[src/rtl/row_data_loader.sv]
// ---------------------------------------------------------------------------
// row_data_loader
//
// Parses a framed byte stream from the host link and turns it into 32-bit
// chunk writes for the LED controller. A packet is 67 bytes:
//   SYNC_BYTE, address byte {2'b00, panel[1:0], row[3:0]}, 64 data bytes,
//   checksum byte (XOR of the address byte and all 64 data bytes).
// Every four data bytes form one chunk, assembled big-endian and written
// with a one-cycle strobe. There are 16 chunks per row.
// A stalled packet is aborted after TIMEOUT idle cycles.
//
// Parameters
//   TIMEOUT    idle cycles tolerated mid-packet before the packet is aborted
//   SYNC_BYTE  packet start marker
//
// Ports
//   clk                  system clock
//   reset                synchronous, active-high reset
//   in_data              stream byte
//   in_valid             in_data valid
//   in_ready             byte accepted when in_valid & in_ready (1 after reset)
//   chunk_data           assembled chunk, held between writes
//   chunk_addr           chunk index within the row (0..15)
//   chunk_write_enable   one-cycle chunk write strobe
//   row_data_row_addr    target row, held from the address byte onward
//   row_data_panel_addr  target panel, held from the address byte onward
//   row_done             one-cycle pulse: packet complete, checksum good
//   frame_error          one-cycle pulse: bad address, bad checksum or timeout
//   error_count          saturating count of frame_error pulses
// ---------------------------------------------------------------------------
module row_data_loader #(
    parameter int unsigned TIMEOUT   = 1024,
    parameter logic [7:0]  SYNC_BYTE = 8'hA5
) (
    input  logic        clk,
    input  logic        reset,
    input  logic [7:0]  in_data,
    input  logic        in_valid,
    output logic        in_ready,
    output logic [31:0] chunk_data,
    output logic [3:0]  chunk_addr,
    output logic        chunk_write_enable,
    output logic [3:0]  row_data_row_addr,
    output logic [1:0]  row_data_panel_addr,
    output logic        row_done,
    output logic        frame_error,
    output logic [7:0]  error_count
);

    localparam int unsigned TMO_W    = $clog2(TIMEOUT + 1);
    localparam int unsigned CNT_W    = 6;
    localparam int unsigned SHIFT_W  = 24;
    localparam int unsigned ERRCNT_W = 8;

    typedef enum logic [1:0] {
        S_IDLE = 2'd0,
        S_ADDR = 2'd1,
        S_DATA = 2'd2,
        S_CSUM = 2'd3
    } state_t;

    // Parser state
    state_t               state_q;
    logic [CNT_W-1:0]     byte_cnt_q;
    logic [SHIFT_W-1:0]   shift_q;
    logic [7:0]           csum_q;
    logic [TMO_W-1:0]     tmo_q;

    // Registered outputs
    logic                 in_ready_q;
    logic [31:0]          chunk_data_q;
    logic [3:0]           chunk_addr_q;
    logic                 chunk_we_q;
    logic [3:0]           row_q;
    logic [1:0]           panel_q;
    logic                 row_done_q;
    logic                 frame_error_q;
    logic [ERRCNT_W-1:0]  error_count_q;

    // Decoded conditions for the current cycle
    logic accept_c;
    logic tmo_hit_c;
    logic addr_bad_c;
    logic csum_bad_c;
    logic err_c;

    assign accept_c = in_valid & in_ready_q;

    // An accepted byte always beats the timeout in the same cycle.
    assign tmo_hit_c  = (state_q != S_IDLE) && !accept_c
                        && (tmo_q == TMO_W'(TIMEOUT - 1));
    assign addr_bad_c = accept_c && (state_q == S_ADDR) && (in_data[7:6] != 2'b00);
    assign csum_bad_c = accept_c && (state_q == S_CSUM) && (in_data != csum_q);
    assign err_c      = tmo_hit_c | addr_bad_c | csum_bad_c;

    // Parser FSM, timeout counter and all registered outputs
    always_ff @(posedge clk) begin
        if (reset) begin
            state_q       <= S_IDLE;
            byte_cnt_q    <= '0;
            shift_q       <= '0;
            csum_q        <= '0;
            tmo_q         <= '0;
            in_ready_q    <= 1'b0;
            chunk_data_q  <= '0;
            chunk_addr_q  <= '0;
            chunk_we_q    <= 1'b0;
            row_q         <= '0;
            panel_q       <= '0;
            row_done_q    <= 1'b0;
            frame_error_q <= 1'b0;
            error_count_q <= '0;
        end else begin
            in_ready_q    <= 1'b1;
            chunk_we_q    <= 1'b0;
            row_done_q    <= 1'b0;
            frame_error_q <= err_c;

            // Idle-cycle counter only runs while a packet is in flight
            if ((state_q == S_IDLE) || accept_c || tmo_hit_c) begin
                tmo_q <= '0;
            end else begin
                tmo_q <= tmo_q + TMO_W'(1);
            end

            if (err_c && (error_count_q != {ERRCNT_W{1'b1}})) begin
                error_count_q <= error_count_q + ERRCNT_W'(1);
            end

            if (tmo_hit_c) begin
                state_q <= S_IDLE;
            end else if (accept_c) begin
                unique case (state_q)
                    S_IDLE: begin
                        if (in_data == SYNC_BYTE) begin
                            state_q <= S_ADDR;
                        end
                    end

                    S_ADDR: begin
                        if (addr_bad_c) begin
                            state_q <= S_IDLE;
                        end else begin
                            panel_q    <= in_data[5:4];
                            row_q      <= in_data[3:0];
                            byte_cnt_q <= '0;
                            csum_q     <= in_data;
                            state_q    <= S_DATA;
                        end
                    end

                    S_DATA: begin
                        // Only the last three bytes are needed to build a chunk
                        shift_q    <= {shift_q[SHIFT_W-9:0], in_data};
                        csum_q     <= csum_q ^ in_data;
                        byte_cnt_q <= byte_cnt_q + CNT_W'(1);
                        if (byte_cnt_q[1:0] == 2'd3) begin
                            chunk_data_q <= {shift_q, in_data};
                            chunk_addr_q <= byte_cnt_q[5:2];
                            chunk_we_q   <= 1'b1;
                        end
                        if (byte_cnt_q == CNT_W'(63)) begin
                            state_q <= S_CSUM;
                        end
                    end

                    S_CSUM: begin
                        row_done_q <= ~csum_bad_c;
                        state_q    <= S_IDLE;
                    end

                    default: begin
                        state_q <= S_IDLE;
                    end
                endcase
            end
        end
    end

    assign in_ready            = in_ready_q;
    assign chunk_data          = chunk_data_q;
    assign chunk_addr          = chunk_addr_q;
    assign chunk_write_enable  = chunk_we_q;
    assign row_data_row_addr   = row_q;
    assign row_data_panel_addr = panel_q;
    assign row_done            = row_done_q;
    assign frame_error         = frame_error_q;
    assign error_count         = error_count_q;

endmodule

[config.mk]
export PLATFORM = sky130hd
export DESIGN_NAME = row_data_loader
export DESIGN_NICKNAME = d
export VERILOG_FILES = /design/src/rtl/row_data_loader.sv
export SDC_FILE = /design/constraint.sdc
export NUM_CORES = 1
export LEC_CHECK = 0
export ABC_AREA = 1
export CAP_MARGIN = 5
export CORE_MARGIN = 3
export CORE_UTILIZATION = 30
export CTS_CLUSTER_SIZE = 12
export DETAILED_ROUTE_END_ITERATION = 8
export HOLD_SLACK_MARGIN = 0.03
export SYNTH_ARGS = -nofsm -noshare
export SYNTH_HDL_FRONTEND = slang
export SYNTH_SLANG_ARGS = --single-unit
[constraint.sdc]
create_clock -name clk -period 2 [get_ports clk]
set_input_delay 0.2 -clock clk [delete_from_list [all_inputs] [get_ports clk]]
set_output_delay 0.2 -clock clk [all_outputs]
set_load 0.02 [all_outputs]
---- Word-level counts from Yosys, hierarchy flattened ----
Index checks and enable logic that the tools add are counted.
storage, ports and cells
  input port bits ......................... 11
  flip-flop bits (word level) ............. 105
cells by class
  multiplexer cells ....................... 10
  bitwise operators ....................... 10
  add/subtract/negate cells ............... 3
  equality and inequality tests ........... 12
  reductions and logical operators ........ 23
operator list
  operator                                                                 number
  8-bit one-hot mux with 2 select lines                                    1
  6-bit one-hot mux with 2 select lines                                    1
  4-bit AND reduction                                                      3
  11-bit by 1-bit adder with 11-bit output, second input constant          1
  11-bit by 10-bit equality test with 1-bit output, second input constant  1
  8-bit by 1-bit adder with 8-bit output, second input constant            1
  8-bit equality test, second input constant                               1
  8-bit 2-to-1 mux                                                         1
  8-bit != test                                                            1
  8-bit != test, second input constant                                     1
  2-bit one-hot mux with 4 select lines                                    1
  4-bit OR reduction                                                       2
  8-bit bitwise XOR                                                        1
  1-bit logical AND                                                        7
  6-bit by 1-bit adder with 6-bit output, second input constant            1
  2-bit equality test, second input constant                               3
  6-bit equality test, second input constant                               1
  2-bit 2-to-1 mux                                                         3
  6-bit 2-to-1 mux                                                         1
  1-bit NOT                                                                6
  3-bit AND reduction                                                      2
  2-bit nonzero test                                                       3
  2-bit != test, second input constant                                     2
  2-bit OR reduction                                                       2
  8 further kinds                                                          11

---- Depth between registers and ports, before layout ----
  depth in word-level cells ............... 7
  gate-level depth with buffers ........... 12
  depth with buffers taken out ............ 11

---- Least setup slack after synthesis ----
OpenSTA, ideal clock, no wires.
  kind .................................... register to register
  from .................................... reg state_q[0]
  to ...................................... reg error_count_q[6] (netlist: error_count[6])
  stages on the path, launching flop included .. 12
  data arrival time ....................... 1472 ps
  data required time ...................... 1886 ps
  clock period less this slack ............ 1585 ps
  slack ................................... 415 ps
  path buffers ............................ 1
  setup time .............................. 114 ps
  cells stage by stage .................... dfxtp_1 > inv_1 > ha_1 > nor2_4 > nand4_4 > nand2_4 > inv_4 > nand2_4 > buf_12 > nand3_1 > nand2_1 > nor2_1
between the ends
  word-level cells in the longest chain between the ends .. 6
RTL lines
  what                                                                                  RTL line  RTL
  start: declaration                                                                    63        state_t state_q;
  start signal: assignment                                                              99        state_q <= S_IDLE;
  start signal: assignment                                                              131       state_q <= S_IDLE;
  start signal: assignment                                                              136       state_q <= S_ADDR;
  2-bit by 1-bit equality test with 1-bit output or 2-bit nonzero test (tied branches)  92, 90
  1-bit logical AND (on tied branches)                                                  92, 90
  1-bit logical AND (on tied branches)                                                  92, 91
  1-bit bitwise OR                                                                      94        assign err_c = tmo_hit_c | addr_bad_c | csum_bad_c;
  1-bit bitwise OR *                                                                    94
  1-bit logical AND *                                                                   126       if (err_c && (error_count_q != {ERRCNT_W{1'b1}})) begin
  end signal: assignment                                                                127       error_count_q <= error_count_q + ERRCNT_W'(1);
  end: declaration                                                                      78        logic [ERRCNT_W-1:0] error_count_q;
Mark *: on every way between the ends. The rest lies on a longest branch, timed or not.
A chain may end at the register's enable or synchronous reset.

---- Worst setup path in the final report ----
  from .................................... reg state_q[0]
  to ...................................... reg error_count_q[2] (netlist: error_count[2])
The elaborated chain is that of the path after synthesis.

==> impl_metrics.csv <==
group,metric,value,unit
sta,maxSlewHeadroom,0.541,
synthesis,synth-seq-area-share,0.474,
detailed_routing,wire_per_inst,12.7,um
finish,drive_gt1_frac,0.0910,
detailed_routing,ant_nets,0,
power_and_ir_drop,power,4.02,mW
synthesis,synth_edf_count,0,
power_and_ir_drop,powerDensity,718,nW/um^2
grt,grt_antenna_before_repair,0,
sta,hold_viol,0,
cts,numCtsBuffers,9,
synthesis,syn_area,4440,sq um
cts,cts_buffer_depth,2,
grt,grt_max_degree,49,
synthesis,ys_warn_count,0,
min_path,holdCritStartpoint,"tmo_q[0]",
sta,fmax,565,MHz
setup_path,start_kind,"flop",
cts,h-tree-depth,3,
sta,setup_violations,0,
setup_path,cp.required,2.25,ns
finish,nets,672,
detailed_routing,wl_met3,559,um
run,cap_violations,0,
detailed_routing,dr_total_vias,3962,
placed_design,port_buffers,64,
finish,final_cell_mix,"nand2_1 (136), dfxtp_1 (105), nor2_1 (83), clkdlybuf4s50_1 (64), a21oi_1 (61)",
synthesis,synth_fp_nets,610,
synthesis,ys_dominant_reg_cell,"dfxtp_1",
floorplan,die_x,128,um
sta,finalSetupTns,0,ns
sta,layout_min_cycle_time,1.77,ns
synthesis,synth_cell_types,34,
floorplan,start_util,0.313,
setup_path,arrival,2.02,ns
detailed_routing,viasPerCell,4.72,
detailed_routing,met2_wirelength,4970,um
power_and_ir_drop,p_leak,2.05,nW
synthesis,synth_top_area_share,0.474,
placed_design,place_area,5300,sq um
sta,rsz0062_at_grt,"no",
detailed_routing,drc,0,
cts,clock-sinks,105,
floorplan,dieArea,16300,sq um
synthesis,synthCells,592,
cts,clkTransAtPathRegs,0.07,ns
power_and_ir_drop,ir_worst_vdd,0.465,mV
synthesis,avgSynthCellArea,7.49,sq um
floorplan,num_rows,43,
finish,fillers,1483,
sta,fin_skew,0.00609,ns
finish,instances_no_fill,839,
placed_design,dpl.hpwl,7610,um
placed_design,gp_congestion,0.833,
outcome,outcome,"finished, final reports clean",
placed_design,dp.cells,823,
sta,post-route-period-util,0.885,
setup_path,critPathCaptureType,"flop",
grt,grt_pass1_wl,18200,um
cts,cts_tree,"built",
grt,grt_usage,0.136,
detailed_routing,first_pass_iters,4,
min_path,hold_path_class,"flop to flop",
sta,drv_slew,0,
cts,ctsResizeCount,0,
cts,clock-root-buffer,"clkbuf_16",
detailed_routing,wirelength,10600,um
grt,overflow,0,
floorplan,io_pins,65,
detailed_routing,met1_length,4950,um
finish,stdcell_area,5600,sq um
setup_path,path_class,"flop to flop",
detailed_routing,drt_iter0_markers,226,
setup_path,path_max_fanout,16,
synthesis,async_reset_ff_frac,0,
synthesis,synth_top_area_cell,"dfxtp_1",
grt,grt_pass1_vias,3927,
finish,num_antenna_cells,0,
cts,clock_latency,0.36,ns
finish,final_core_util,0.396,
synthesis,synth.area.top_cells,"dfxtp_1 (47%), nand2_1 (12%), nor2_1 (7.0%)",
synthesis,synth-seq-cells,105,
setup_path,timing.rr.start,"state_q[0]",
finish,area_growth,26.3,%
floorplan,die_h,128,um
sta,tightest_slew,0.687,ns
setup_path,cp-startpoint,"state_q[0]",
detailed_routing,top_layer_used,"met4",
cts,cts_hold_buf,0,
cts,cts_setup_buffers,0,
floorplan,core,14100,sq um
finish,mostFrequentLayoutCell,"nand2_1",
==> logic make-up (layout without fill, tap and decap cells) <==
kind of cell	after synthesis	count (layout)	share of synthesized area
AND/OR/NAND/NOR	285	285	0.285
XOR/XNOR	3	3	0.00592
AO/OA/AOI/OAI	119	119	0.143
flip-flops	105	105	0.474
adder cells (fa/ha/maj)	7	7	0.0197
buffers and inverters	73	140	0.0725
==> synthesized netlist by cell type, drive strengths merged, types with 3 or more instances <==
library cell	count
nor2	91
nor3	3
dfxtp	105
a21oi	69
clkbuf	17
nand2	143
o21ai	48
ha	7
nand3	37
nand4	4
nor3b	3
buf	10
inv	46
==> layout make-up <==
| type | instances | area (sq um) | area share |
|---|---|---|---|
| flip-flops and latches | 105 | 2100 | 0.375 |
| multi-input cells | 414 | 2010 | 0.359 |
| repair buffers | 78 | 783 | 0.140 |
| clock buffers | 9 | 225 | 0.0402 |
| well taps | 180 | 225 | 0.0402 |
| inverters | 46 | 178 | 0.0317 |
| clock inverters | 7 | 77.6 | 0.0138 |
==> where the power goes <==
group | switching [mW] | total [mW] | leakage (nW) | internal, mW
sequential | 0.00120 | 2.09 | 0.846 | 2.09
combinational | 0.0882 | 0.137 | 1.06 | 0.0483
clock | 0.812 | 1.79 | 0.146 | 0.981
total | 0.902 | 4.02 | 2.05 | 3.12
==> worst max-delay path, stage by stage (launching register included) <==
cell and delay, ns:
dfxtp_1 0.40, inv_1 0.10, ha_1 0.26, nor2_4 0.16, nand4_4 0.11, nand2_4 0.13, inv_4 0.08, nand2_4 0.19
nand3_1 0.10, nand2_1 0.08, nor2_1 0.04
==> sequential cells by signal, summed over array words and instances (netlist names), 2 cells and up, named ones only <==
register and count:
chunk_data 32, error_count 8, row_data_row_addr 4, byte_cnt_q 6
tmo_q 11, row_data_panel_addr 2, chunk_addr 4, shift_q 24
csum_q 8
==> path summary, 6_finish.rpt <==
check,to,slack (ns),cells after the start
setup / recovery,error_count[2],0.23,10
hold / removal,tmo_q[0],0.46,1
setup reg to reg,error_count[2],0.23,10
hold reg to reg,tmo_q[0],0.46,1
==> routing by layer <==
metal | global-route usage | up-vias
met5 | 0 | -
met4 | 0.0418 | 0
met3 | 0.0431 | 14
met2 | 0.220 | 85
met1 | 0.173 | 1839
li1 | - | 2024
==> stage by stage <==
step | hold WS (ns) | worst slack [ns]
finish | 0.459 | 0.229
global route | 0.485 | 0.0440
CTS | 0.461 | 0.238
detailed placement | 0.450 | 0.0836
global placement | 0.427 | 0.0946
floorplan | 0.347 | 0.415
Power figures use the tool's default switching activity.
==> variant: new RTL, config.mk and constraints unchanged <==
Change the parameter `TIMEOUT` from 1024 to 4096.
--- a/src/rtl/row_data_loader.sv
+++ b/src/rtl/row_data_loader.sv
@@ -29,7 +29,7 @@
 //   error_count          saturating count of frame_error pulses
 // ---------------------------------------------------------------------------
 module row_data_loader #(
-    parameter int unsigned TIMEOUT   = 1024,
+    parameter int unsigned TIMEOUT   = 4096,
     parameter logic [7:0]  SYNC_BYTE = 8'hA5
 ) (
     input  logic        clk,
Behaviour: no difference found for any inputs over 10 cycles, from zero or initial values and one cycle with reset high; that may be too few to reach the edited logic, so the function may still have changed.
==> variant against the original RTL <==
Critical path type unchanged; sequential power up 2%; design area increased by 0.27%; non-clock buffer count grew 1; core utilization increased by 0.11 points; sequential cell count increased by 2; first-iteration DRC count shrank 3.5%; setup slack worse by 0.066 ns; total power up 3.5%; routed wire length is 0.99% higher; synthesized area is 0.23% lower; hold slack worse by 0.0080 ns.
==> variant: results (changes against the original RTL) <==
Status:
- The run finished with clean final reports.

Cells and area:
- The filler cell count in the final layout was 1456 (-1.8%).
- The share of cells above drive strength 1 was 7.796% (-1.3 points).
- The fraction of area in clock buffers and inverters is 5.612% (+0.21 points).
- The register area is 2142 µm² (+1.9%).
- The non-clock inverter total of the final layout is 50 (+8.7%).
- The multi-input gate count is 416 (+0.48%).
- The data-path buffer share of cell area in the final layout is 13.63% (-0.35 points).
- The fraction of standard cell area in multi-input logic is 35.17% (-0.74 points).
- The count of flip-flops and latches is 107 (+1.9%).
- The count of non-CTS buffers in the layout is 79 (+1.3%).
- The number of nets in the final layout came to 681 (+1.3%).
- The number of clock-tree buffers in the layout is 10 (+1).

Routing:
- The via density per instance is 4.607 (-2.4%).
- The aggregate routed wire length is 10750 µm (+0.99%).
- The count of routing violations after the opening detailed-route iteration is 218 (-3.5%).

Logic synthesis:
- The net count of the mapped netlist is 617 (+1.1%).
- The fraction of synthesized cell area in xor and xnor cells is 1.385% (+0.79 points).
- By area the synthesized netlist is led by dfxtp_1 48%, nand2_1 12%, a21oi_1 7.8%, nor2_1 7.4%, o21ai_0 5.9%.
- The commonest cells after synthesis are 144 x nand2_1, 107 x dfxtp_1, 87 x nor2_1.
- The number of library cell types mapped by synthesis is 29 (-15%).
- The share of the synthesized area in compound gates (AO/OA/AOI/OAI) is 14.96% (+0.63 points).

Setup path:
- The capture point of the worst reg-to-reg path is shift_q[18]$_SDFFE_PP0P_.
- The highest cell delay on the worst timing path came to 0.37 ns (-0.03 ns).
- The setup slack on the worst flop-to-flop path came to 0.16 ns (-0.07 ns).
- The worst reg2reg path depth was 7 (-3).
- In this design, the largest share of critical-path delay is due to buffers and inverters.
- The maximum net fanout on the critical path is 23 (+7).
- The slowest stage of the critical path is the clkinvlp_4 cell.

STA:
- The worst-case clock skew is 0.01139 ns (+0.005301 ns).
- The setup slack after layout came to 0.1631 ns (-0.06626 ns).
- The slew at the pin closest to its max-slew limit is 0.4350 ns (-0.2524 ns).

Clock tree:
- The setup fix buffers added after clock tree synthesis is 0 (unchanged).
- The post-CTS clock slew at the launch and capture registers of the worst setup and hold paths was 0.07 ns (about the same).

Placed design:
- The detailed-placement wirelength estimate came to 7764 µm (+2.1%).
- The worst slack after detailed placement came to -0.04386 ns (-0.1275 ns).
- The final RePlAce weighted congestion is 0.8215 (-1.4%).
- The placed cell area was 5291 µm² (-0.17%).

GRT:
- The wire length of the first global-routing pass was 18120 µm (-0.38%).
- The total routing resource utilization after global routing is 13.79% (+0.23 points).
- The via count of the first global-routing pass is 3664 (-6.7%).

Pwr:
- The total power per unit cell area was 740.9 nW/µm² (+3.2%).
- The total leakage power is 0.002083 µW (+1.4%).
variant: per-stage QoR:
| step | hold WS, ns | cells |
|---|---|---|
| global placement | 0.4258 | 832 |
| CTS | 0.4596 | 847 |
| detailed placement | 0.4424 | 832 |
| floorplan | 0.3473 | 599 |
| finish | 0.4505 | 847 |
| global route | 0.4823 | 847 |
variant: routing by layer:
layer  up-vias  share of wire, %  global-route usage (%)  routed length [µm]
li1       2047                 -                       -                   -
met2        81                48                   22.24                5129
met5         -                 0                       0                   0
met1      1765                46                   17.93                4935
met3         9               5.6                   4.348                 607
met4         0              0.76                   3.533                  82
variant: worst register-to-register path, delay by kind of cell, from the launching register on:
kind,cells,cell delay (ns)
AOI/OAI and AO/OA,1,0.09
adders and majority gates,1,0.23
buffers and inverters,3,0.62
DFF,1,0.35
and+or+nand+nor,2,0.41
variant: power by group:
| part | total [µW] | switching, µW | internal (µW) |
|---|---|---|---|
| sequential | 2130 | 1.14 | 2130 |
| clock | 1900 | 794 | 1100 |
| combinational | 135 | 89.0 | 46.5 |
